$ cat src/rtl/wb_pkg.sv
// wb_pkg: shared types and constants for the writeback/commit stage
package wb_pkg;
    typedef enum logic {RUN, FLUSH} state_t;
    localparam logic BTYPE_ZERO  = 1'b0;
    localparam logic BTYPE_NEG   = 1'b1;
    localparam int   FLUSH_CNT_W = 4;
endpackage

$ cat src/rtl/wb_flush_ctrl.sv
// wb_flush_ctrl: squashes the FLUSH_DEPTH instructions that follow a redirect
module wb_flush_ctrl
    import wb_pkg::*;
#(
    parameter int FLUSH_DEPTH = 2
) (
    input  logic clk,
    input  logic rst,
    input  logic redirect,
    output logic squash,
    output logic out_flush
);
    state_t                 state, state_n;
    logic [FLUSH_CNT_W-1:0] cnt, cnt_n;
    always_ff @(posedge clk) begin
        if (rst) begin
            state     <= RUN;
            cnt       <= '0;
            out_flush <= 1'b0;
        end else begin
            state     <= state_n;
            cnt       <= cnt_n;
            out_flush <= (state_n == FLUSH);
        end
    end
    // the last squashed slot is the one seen while the counter still reads 1
    always_comb begin
        state_n = (state == RUN) ? (redirect ? FLUSH : RUN)
                                 : ((cnt == FLUSH_CNT_W'(1)) ? RUN : FLUSH);
        cnt_n   = (state == RUN) ? (redirect ? FLUSH_CNT_W'(FLUSH_DEPTH) : cnt)
                                 : cnt - 1'b1;
    end
    assign squash = (state == FLUSH);
endmodule

$ cat src/rtl/wb_commit_unit.sv
// wb_commit_unit: write-back mux, branch resolve and PC redirect; WB_PERF_CNT_EN adds retire/taken counters
module wb_commit_unit
    import wb_pkg::*;
#(
    parameter int DATA_W      = 32,
    parameter int RD_W        = 6,
    parameter int FLUSH_DEPTH = 2
) (
    input  logic              clk,
    input  logic              rst,
    input  logic              in_valid,
    input  logic              in_ctrl_regwrt,
    input  logic              in_ctrl_branch,
    input  logic              in_ctrl_btype,
    input  logic              in_ctrl_jump,
    input  logic              in_ctrl_memtoreg,
    input  logic              in_ctrl_neg,
    input  logic              in_ctrl_zero,
    input  logic [DATA_W-1:0] in_memdata,
    input  logic [DATA_W-1:0] in_aluresult,
    input  logic [DATA_W-1:0] in_target,
    input  logic [RD_W-1:0]   in_rd,
`ifdef WB_PERF_CNT_EN
    output logic [31:0]       out_retired_cnt,
    output logic [31:0]       out_taken_cnt,
`endif
    output logic              out_rf_we,
    output logic [RD_W-1:0]   out_rf_waddr,
    output logic [DATA_W-1:0] out_rf_wdata,
    output logic              out_pc_sel,
    output logic [DATA_W-1:0] out_pc_target,
    output logic              out_flush
);
    logic squash, accept, taken, redirect;
    always_comb begin
        taken    = in_ctrl_jump | (in_ctrl_branch &
                   ((in_ctrl_btype == BTYPE_NEG) ? in_ctrl_neg : in_ctrl_zero));
        accept   = in_valid & ~squash;
        redirect = accept & taken;
    end
    wb_flush_ctrl #(.FLUSH_DEPTH(FLUSH_DEPTH)) u_flush (
        .clk       (clk),
        .rst       (rst),
        .redirect  (redirect),
        .squash    (squash),
        .out_flush (out_flush)
    );
    // a redirecting instruction still writes rd, which gives jump-and-link
    always_ff @(posedge clk) begin
        if (rst) begin
            out_rf_we     <= 1'b0;
            out_rf_waddr  <= '0;
            out_rf_wdata  <= '0;
            out_pc_sel    <= 1'b0;
            out_pc_target <= '0;
        end else begin
            out_rf_we     <= accept & in_ctrl_regwrt;
            out_rf_waddr  <= in_rd;
            out_rf_wdata  <= in_ctrl_memtoreg ? in_memdata : in_aluresult;
            out_pc_sel    <= redirect;
            out_pc_target <= redirect ? in_target : out_pc_target;
        end
    end
`ifdef WB_PERF_CNT_EN
    always_ff @(posedge clk) begin
        if (rst) begin
            out_retired_cnt <= '0;
            out_taken_cnt   <= '0;
        end else begin
            out_retired_cnt <= out_retired_cnt + 32'(accept);
            out_taken_cnt   <= out_taken_cnt + 32'(redirect);
        end
    end
`endif
endmodule

$ cat config.mk
export PLATFORM = sky130hd
export DESIGN_NAME = wb_commit_unit
export DESIGN_NICKNAME = d
export VERILOG_FILES = /design/src/rtl/wb_pkg.sv /design/src/rtl/wb_flush_ctrl.sv /design/src/rtl/wb_commit_unit.sv
export SDC_FILE = /design/constraint.sdc
export NUM_CORES = 1
export LEC_CHECK = 0
export CORE_MARGIN = 2
export CORE_UTILIZATION = 40
export CTS_CLUSTER_SIZE = 14
export DETAILED_ROUTE_END_ITERATION = 16
export GPL_TIMING_DRIVEN = 0
export PLACE_DENSITY = 0.85
export SLEW_MARGIN = 20
export SYNTH_ARGS = -nofsm -noshare
export SYNTH_HDL_FRONTEND = slang
export SYNTH_HIERARCHICAL = 1
export SYNTH_SLANG_ARGS = --single-unit
$ cat constraint.sdc
create_clock -name clk -period 3.29 [get_ports clk]
set_clock_uncertainty 0.1 [all_clocks]
set_input_delay 0.658 -clock clk [delete_from_list [all_inputs] [get_ports clk]]
set_output_delay 0.658 -clock clk [all_outputs]
set_load 0.02 [all_outputs]
==> results of run 1 <==
Yosys cell counts, drive strengths merged:
cell type and count:
dfxtp 77, nor2b 7, o31a 1, a2bb2oi 1
mux2 1, a311oi 1, inv 4, a21oi 3
nand3b 1, buf 10, and3b 1, o21ai 2
nor4b 1, nand2 1, ha 2, nor3 2
nand2b 65, mux2i 65, nor3b 1, nor2 35
a211oi 1, clkbuf 10
kinds of logic after synthesis:
family / Yosys count
buffers and inverters: 24
AOI/OAI and AO/OA: 9
adders and majority gates: 2
DFF: 77
and+or+nand+nor: 114
muxes: 66
area by class of cell:
| class | count | area share, % |
|---|---|---|
| clock buffers | 12 | 2.96 |
| plain buffers | 20 | 2.70 |
| multi-input cells | 191 | 27.1 |
| repair buffers | 183 | 34.9 |
| well taps | 102 | 2.43 |
| flip-flops and latches | 77 | 29.4 |
| inverters | 4 | 0.286 |
| clock inverters | 2 | 0.191 |
worst paths after layout:
kind                      from           endpoint  slack (ns)  depth (start not counted)
max              in_ctrl_btype     u_flush/cnt[2]        0.95                          8
min          out_pc_target[10]  out_pc_target[10]        0.38                          2
max reg2reg     u_flush/squash     u_flush/cnt[2]        1.42                          8
min reg2reg  out_pc_target[10]  out_pc_target[10]        0.38                          2
power groups by stage:
stage               clock, mW  sequential [mW]  combinational [mW]
floorplan                   0             1.13               0.180
global placement            0             1.05               0.537
detailed placement          0             1.05               0.549
CTS                     0.640             1.03               0.552
global route            0.676             1.04               0.584
finish                  0.619             1.03               0.547
per-stage QoR:
| step | instance area (µm²) | worst slack, ns | instances | total power, mW |
|---|---|---|---|---|
| 4_1_cts | 5240 | 0.972 | 591 | 2.22 |
| 3_5_place_dp | 5080 | 0.611 | 577 | 1.60 |
| 2_1_floorplan | 3120 | 1.32 | 292 | 1.31 |
| 6_report | 5240 | 0.947 | 591 | 2.19 |
| 3_3_place_gp | 5080 | 0.673 | 577 | 1.58 |
| 5_1_grt | 5240 | 0.849 | 591 | 2.30 |
state kept, by name (all words and copies together) (netlist names):
name            cells
u_flush/cnt         4
u_flush/squash      1
out_pc_sel          1
out_pc_target      32
out_rf_waddr        6
out_rf_we           1
out_rf_wdata       32
worst reg2reg max path, cell delays in order (launching register included):
cell and delay [ns]:
dfxtp_1 0.38, buf_4 0.13, nand2b_1 0.19, a2bb2oi_4 0.36
buf_12 0.20, inv_1 0.08, nor2_4 0.13, o21ai_1 0.08
a21oi_1 0.14
routing by layer:
metal  track usage, %  vias to the layer above
met5                0                        -
met4             8.08                        0
met3             7.16                       13
met2             37.7                      106
met1             19.4                     1212
li1                 -                     1339
==> metrics.md, run 1 <==
| Metric | Value |
|---|---|
| Mux contribution to synthesized area | `21.3%` |
| Routability Congestion | `0.715` |
| TNS Setup | `0 ns` |
| Rel. slew slack | `a little over two thirds` |
| Die area | `8520 µm²` |
| Area leader, netlist | `dfxtp_1` |
| GR Overflow Total | `0` |
| Routed wl met2 | `4570 µm` |
| 1st-pass router iterations | `4` |
| CP Cell Sequence | `clkdlybuf4s50_1 -> mux2_4 -> a2bb2oi_4 -> buf_12 -> inv_1 -> nor2_4 -> o21ai_1 -> a21oi_1` |
| Synth top area share | `approximately half` |
| Synth Area in XOR/XNOR | `0%` |
| DPL Wire Length | `6670 µm` |
| Antenna violations before repair | `0` |
| Crit Path Max Fanout | `10` |
| Core Box Area | `7650 µm²` |
| Number of inserted diodes | `0` |
| Hold Crit Class | `flop to flop` |
| CP arrival | `roughly 2.5 ns` |
| Crit-path max cell delay | `0.52 ns` |
| Switching share of total power | `26.1%` |
| Largest family of logic cells by synthesized area | `multiplexers` |
| Max Clk Rate | `427 MHz` |
| Worst skew pair latency | `between 0.3 and 0.4 ns` |
| Crit-path leading delay family | `buffers and inverters` |
| Root Buffer | `clkbuf_8` |
| Routed vias | `2670` |
| Psw | `around 0.57 mW` |
| PortBufs | `between 150 and 200` |
| Pint | `between 1.5 and 2 mW` |
| Worst setup EP type | `flop` |
| CTS H-tree depth | `3` |
| Syn nets | `406` |
| Simple-Gate Fraction of Synth Area | `20.9%` |
| Adder-Cell Fraction of Synth Area | `less than 1%` |
| Filler cells | `640` |
| Setup CP Type | `primary input to flop` |
| Number of distinct library cells after synthesis | `27` |
| Die width | `around 92 µm` |
| # Post-CTS Setup Buffers | `0` |
| Comb pwr share | `24.9%` |
| Max VDD drop | `0.200 mV` |
| Final setup violation count | `0` |
| Power Dens Cells | `419 nW/µm²` |
| WL met1 | `2990 µm` |
| Status | `finished, final reports clean` |
| WL final | `8430 µm` |
| Vias in the first global route | `2800` |
| RSZ-0062 raised after global routing | `false` |
| Nets | `600` |
| First DRT Iteration DRCs | `53` |
| Flop pwr share | `a little under half` |
| Resized cells post-CTS | `0` |
| Final period utilization | `71.2%` |
| Final core occ | `between 60% and 70%` |
| Synth area leaders | `dfxtp_1 49%, mux2i_1 21%, nand2b_1 13%` |
| Global Route Usage Sum | `19.9%` |
| Buf+Inv Stages, Crit Path | `3` |
| Clk pwr share | `about 28%` |
| Post-Syn Area | `3120 µm²` |
| Yosys warning count | `6` |
| Startpoint Class | `primary input` |
| Compound-Gate Fraction of Synth Area | `2.57%` |
| Max_cap viols | `0` |
| Layout cells sized above 1 | `5.73%` |
| Leading cell type in the layout, fill and taps excluded | `clkdlybuf4s50_1` |
| Worst hold slack | `between 0.3 and 0.4 ns` |
| Longest Clk Path Bufs | `2` |
| ANT nets after route | `0` |
| Multi-input logic area | `1420 µm²` |
| CTS tree | `done` |
| Reg area | `1540 µm²` |
| Final Critical Period | `2.34 ns` |
| Top layer in use | `met4` |
| Leak | `2.21 nW` |
| Worst slew pin tran | `between 0.4 and 0.5 ns` |
| Most frequent cells in the layout | `183 x clkdlybuf4s50_1, 77 x dfxtp_1, 65 x nand2b_1, 65 x mux2i_1, 34 x nor2_1` |
| Initial Util | `40.8%` |
| Largest net degree at the start of global routing | `12` |
| Wire length per cell | `14.3 µm` |
| DIE HEIGHT | `a little over 90 µm` |
| Flops & latches, synth | `77` |
| CP required | `3.45 ns` |
| Clk slew on worst S/H paths | `0.07 ns` |
| Fin. max-slew vios | `0` |
| Vias per cell | `between 4 and 5` |
| Drc violations | `0` |
| Cells after Synth | `slightly below 300` |
| Avg Cell Area, Syn | `10.7 µm²` |
| P&R area growth vs syn | `68.1%` |
| Slowest CP cell | `clkdlybuf4s50_1` |
| Hold_buf cts | `0` |
| Sequential area share after synthesis | `between 40% and 50%` |
| I/O pin cnt | `185` |
| # rows | `32` |
| Inserted Clock Buffers | `9` |
| Number of sinks driven by the clock tree | `77` |
| Hold Vio Cnt, Final | `0` |
| First-pass GRT wire length | `13200 µm` |
| Met3 routed WL | `approximately 700 µm` |
(Power assumes the default switching activity.)
==> run 2, diff against run 1 <==
--- a/config.mk
+++ b/config.mk
@@ -6,11 +6,11 @@
 export NUM_CORES = 1
 export LEC_CHECK = 0
 export CORE_MARGIN = 2
-export CORE_UTILIZATION = 40
+export CORE_UTILIZATION = 38
 export CTS_CLUSTER_SIZE = 14
 export DETAILED_ROUTE_END_ITERATION = 16
 export GPL_TIMING_DRIVEN = 0
-export PLACE_DENSITY = 0.85
+export PLACE_DENSITY = 0.81
 export SLEW_MARGIN = 20
 export SYNTH_ARGS = -nofsm -noshare
 export SYNTH_HDL_FRONTEND = slang
==> constraint.sdc (replaced) <==
create_clock -name clk -period 2.2 [get_ports clk]
set_clock_uncertainty 0.1 [all_clocks]
set_input_delay 0.44 -clock clk [delete_from_list [all_inputs] [get_ports clk]]
set_output_delay 0.44 -clock clk [all_outputs]
set_load 0.02 [all_outputs]
==> run 2 against run 1 <==
Net effect:
- via count grew 0.97%
- utilization decreased by 3.0 points
- critical path type unchanged
- hold slack worse by 0.00074 ns
- worst setup slack worse by 0.80 ns
- register-to-register slack worse by 1.1 ns
- highest routed layer unchanged
- cell count is 0.85% higher
- largest power group unchanged
==> metrics.md, run 2 (synthesis results as in run 1) <==
| Metric | Value |
|---|---|
| Status | `finished, final reports clean` |
| Hold_buf cts | `0` |
| Flop pwr share | `43.5%` |
| Inserted Clock Buffers | `9` |
| Power Dens Cells | `666 nW/µm²` |
| Clk pwr share | `33.5%` |
| Max VDD drop | `0.370 mV` |
| Clk slew on worst S/H paths | `0.07 ns` |
| Rel. slew slack | `72.0%` |
| CTS H-tree depth | `3` |
| First DRT Iteration DRCs | `42` |
| Number of inserted diodes | `0` |
| Resized cells post-CTS | `0` |
| Worst slew pin tran | `0.419 ns` |
| Root Buffer | `clkbuf_8` |
| Leading cell type in the layout, fill and taps excluded | `clkdlybuf4s50_1` |
| Placed Cells | `between 500 and 600` |
| Switching share of total power | `24.6%` |
| Pint | `about 2.7 mW` |
| Buf+Inv Stages, Crit Path | `3` |
| Most frequent cells in the layout | `183 x clkdlybuf4s50_1, 77 x dfxtp_1, 65 x nand2b_1, 65 x mux2i_1, 34 x nor2_1` |
| TNS Setup | `0 ns` |
| Top flop regs | `out_pc_target (32), out_rf_wdata (32), out_rf_waddr (6)` |
| # Post-CTS Setup Buffers | `0` |
| Layout cells sized above 1 | `6.11%` |
| Psw | `0.868 mW` |
| Crit Path Max Fanout | `10` |
| Final core occ | `65.6%` |
| Max Clk Rate | `about 500 MHz` |
| I/O pin cnt | `185` |
| Cell Count, Final, Fillers Out | `a little under 600` |
| Worst skew pair latency | `0.33 ns` |
| Hold Vio Cnt, Final | `0` |
| Number of sinks driven by the clock tree | `between 70 and 80` |
| P&R area growth vs syn | `70.2%` |
| Routed vias | `between 2000 and 3000` |
| Startpoint Class | `primary input` |
| Final Critical Period | `approximately 2 ns` |
| ANT nets after route | `0` |
| Global Route Usage Sum | `18.2%` |
| Core Box Area | `roughly 8100 µm²` |
| CP Cell Sequence | `clkdlybuf4s50_1 -> mux2_4 -> a2bb2oi_4 -> buf_12 -> inv_1 -> nor2_4 -> o21ai_1 -> a21oi_1` |
| Slowest CP cell | `clkdlybuf4s50_1` |
| Final period utilization | `93.3%` |
| Fin. max-slew vios | `0` |
| Leak | `2.24 nW` |
| First-pass GRT wire length | `12600 µm` |
| CP required | `between 2 and 2.5 ns` |
| Vias in the first global route | `roughly 2600` |
| Drc violations | `0` |
| Worst hold slack | `0.375 ns` |
| Longest Clk Path Bufs | `2` |
| Crit-path leading delay family | `buffers and inverters` |
| CTS tree | `done` |
| 1st-pass router iterations | `5` |
| Largest net degree at the start of global routing | `13` |
| Routability Congestion | `a little under 0.8` |
| Hold Crit Class | `flop to flop` |
| Die area | `approximately 9000 µm²` |
| Nets | `600` |
| Die width | `94.6 µm` |
| Antenna violations before repair | `0` |
| Comb pwr share | `23.0%` |
| Crit-path max cell delay | `about 0.48 ns` |
| CP arrival | `2.22 ns` |
| GR Overflow Total | `0` |
| WL final | `approximately 8100 µm` |
| PortBufs | `183` |
| RSZ-0062 raised after global routing | `false` |
| Initial Util | `38.5%` |
| Setup CP Type | `primary input to flop` |
| Worst setup EP type | `flop` |
| Final setup violation count | `0` |
| Max_cap viols | `0` |
| DIE HEIGHT | `94.6 µm` |
| Vias per cell | `~4.5` |
| Wire length per cell | `roughly 14 µm` |
| # rows | `33` |
| DPL Wire Length | `6410 µm` |
==> run 2: cell types whose count changed in the layout (fill, tap and decap cells not counted) <==
cell       before  now
bufinv_16       0    2
==> run 2: power groups by stage <==
stage | registers, mW | clock network (mW) | logic [mW]
floorplan | 1.68 | 0 | 0.269
global placement | 1.57 | 0 | 0.805
detailed placement | 1.57 | 0 | 0.819
CTS | 1.54 | 1.21 | 0.822
global route | 1.55 | 1.29 | 0.868
finish | 1.54 | 1.19 | 0.813
==> run 2: worst paths after layout <==
| check | from | endpoint | slack, ns | depth (start not counted) |
|---|---|---|---|---|
| worst max register to register | u_flush/squash | u_flush/cnt[2] | 0.36 | 8 |
| worst min register to register | out_pc_target[17] | out_pc_target[17] | 0.38 | 2 |
| worst max-delay path | in_ctrl_btype | u_flush/cnt[2] | 0.15 | 8 |
| worst min-delay path | out_pc_target[17] | out_pc_target[17] | 0.38 | 2 |
==> run 2: worst min-delay path, stage by stage (launching register included) <==
cell and delay (ns):
dfxtp_1 0.31, nand2b_1 0.06, mux2i_1 0.06
==> run 2: cell type report <==
cell class / count / area, µm²
fillers: 676 / 2790
clock inverters: 4 / 70.1
plain buffers: 20 / 141
clock buffers: 12 / 155
repair buffers: 183 / 1830
multi-input cells: 191 / 1420
flip-flops and latches: 77 / 1540
well taps: 105 / 131
inverters: 4 / 15.0
==> run 2: layer usage <==
| metal | vias to the layer above | routed length (µm) | track usage (%) |
|---|---|---|---|
| met5 | - | 0 | 0 |
| met4 | 0 | 91 | 6.16 |
| met3 | 12 | 827 | 8.54 |
| met2 | 137 | 4100 | 32.3 |
| met1 | 1210 | 3050 | 18.9 |
| li1 | 1337 | - | - |
==> run 2: stage by stage <==
stage	power, mW	setup slack (ns)	instance area [µm²]
after floorplan	1.95	0.396	3120
after global placement	2.37	-0.183	5080
after detailed placement	2.39	-0.196	5080
after CTS	3.58	0.151	5310
after global routing	3.70	0.0241	5310
final	3.54	0.147	5310
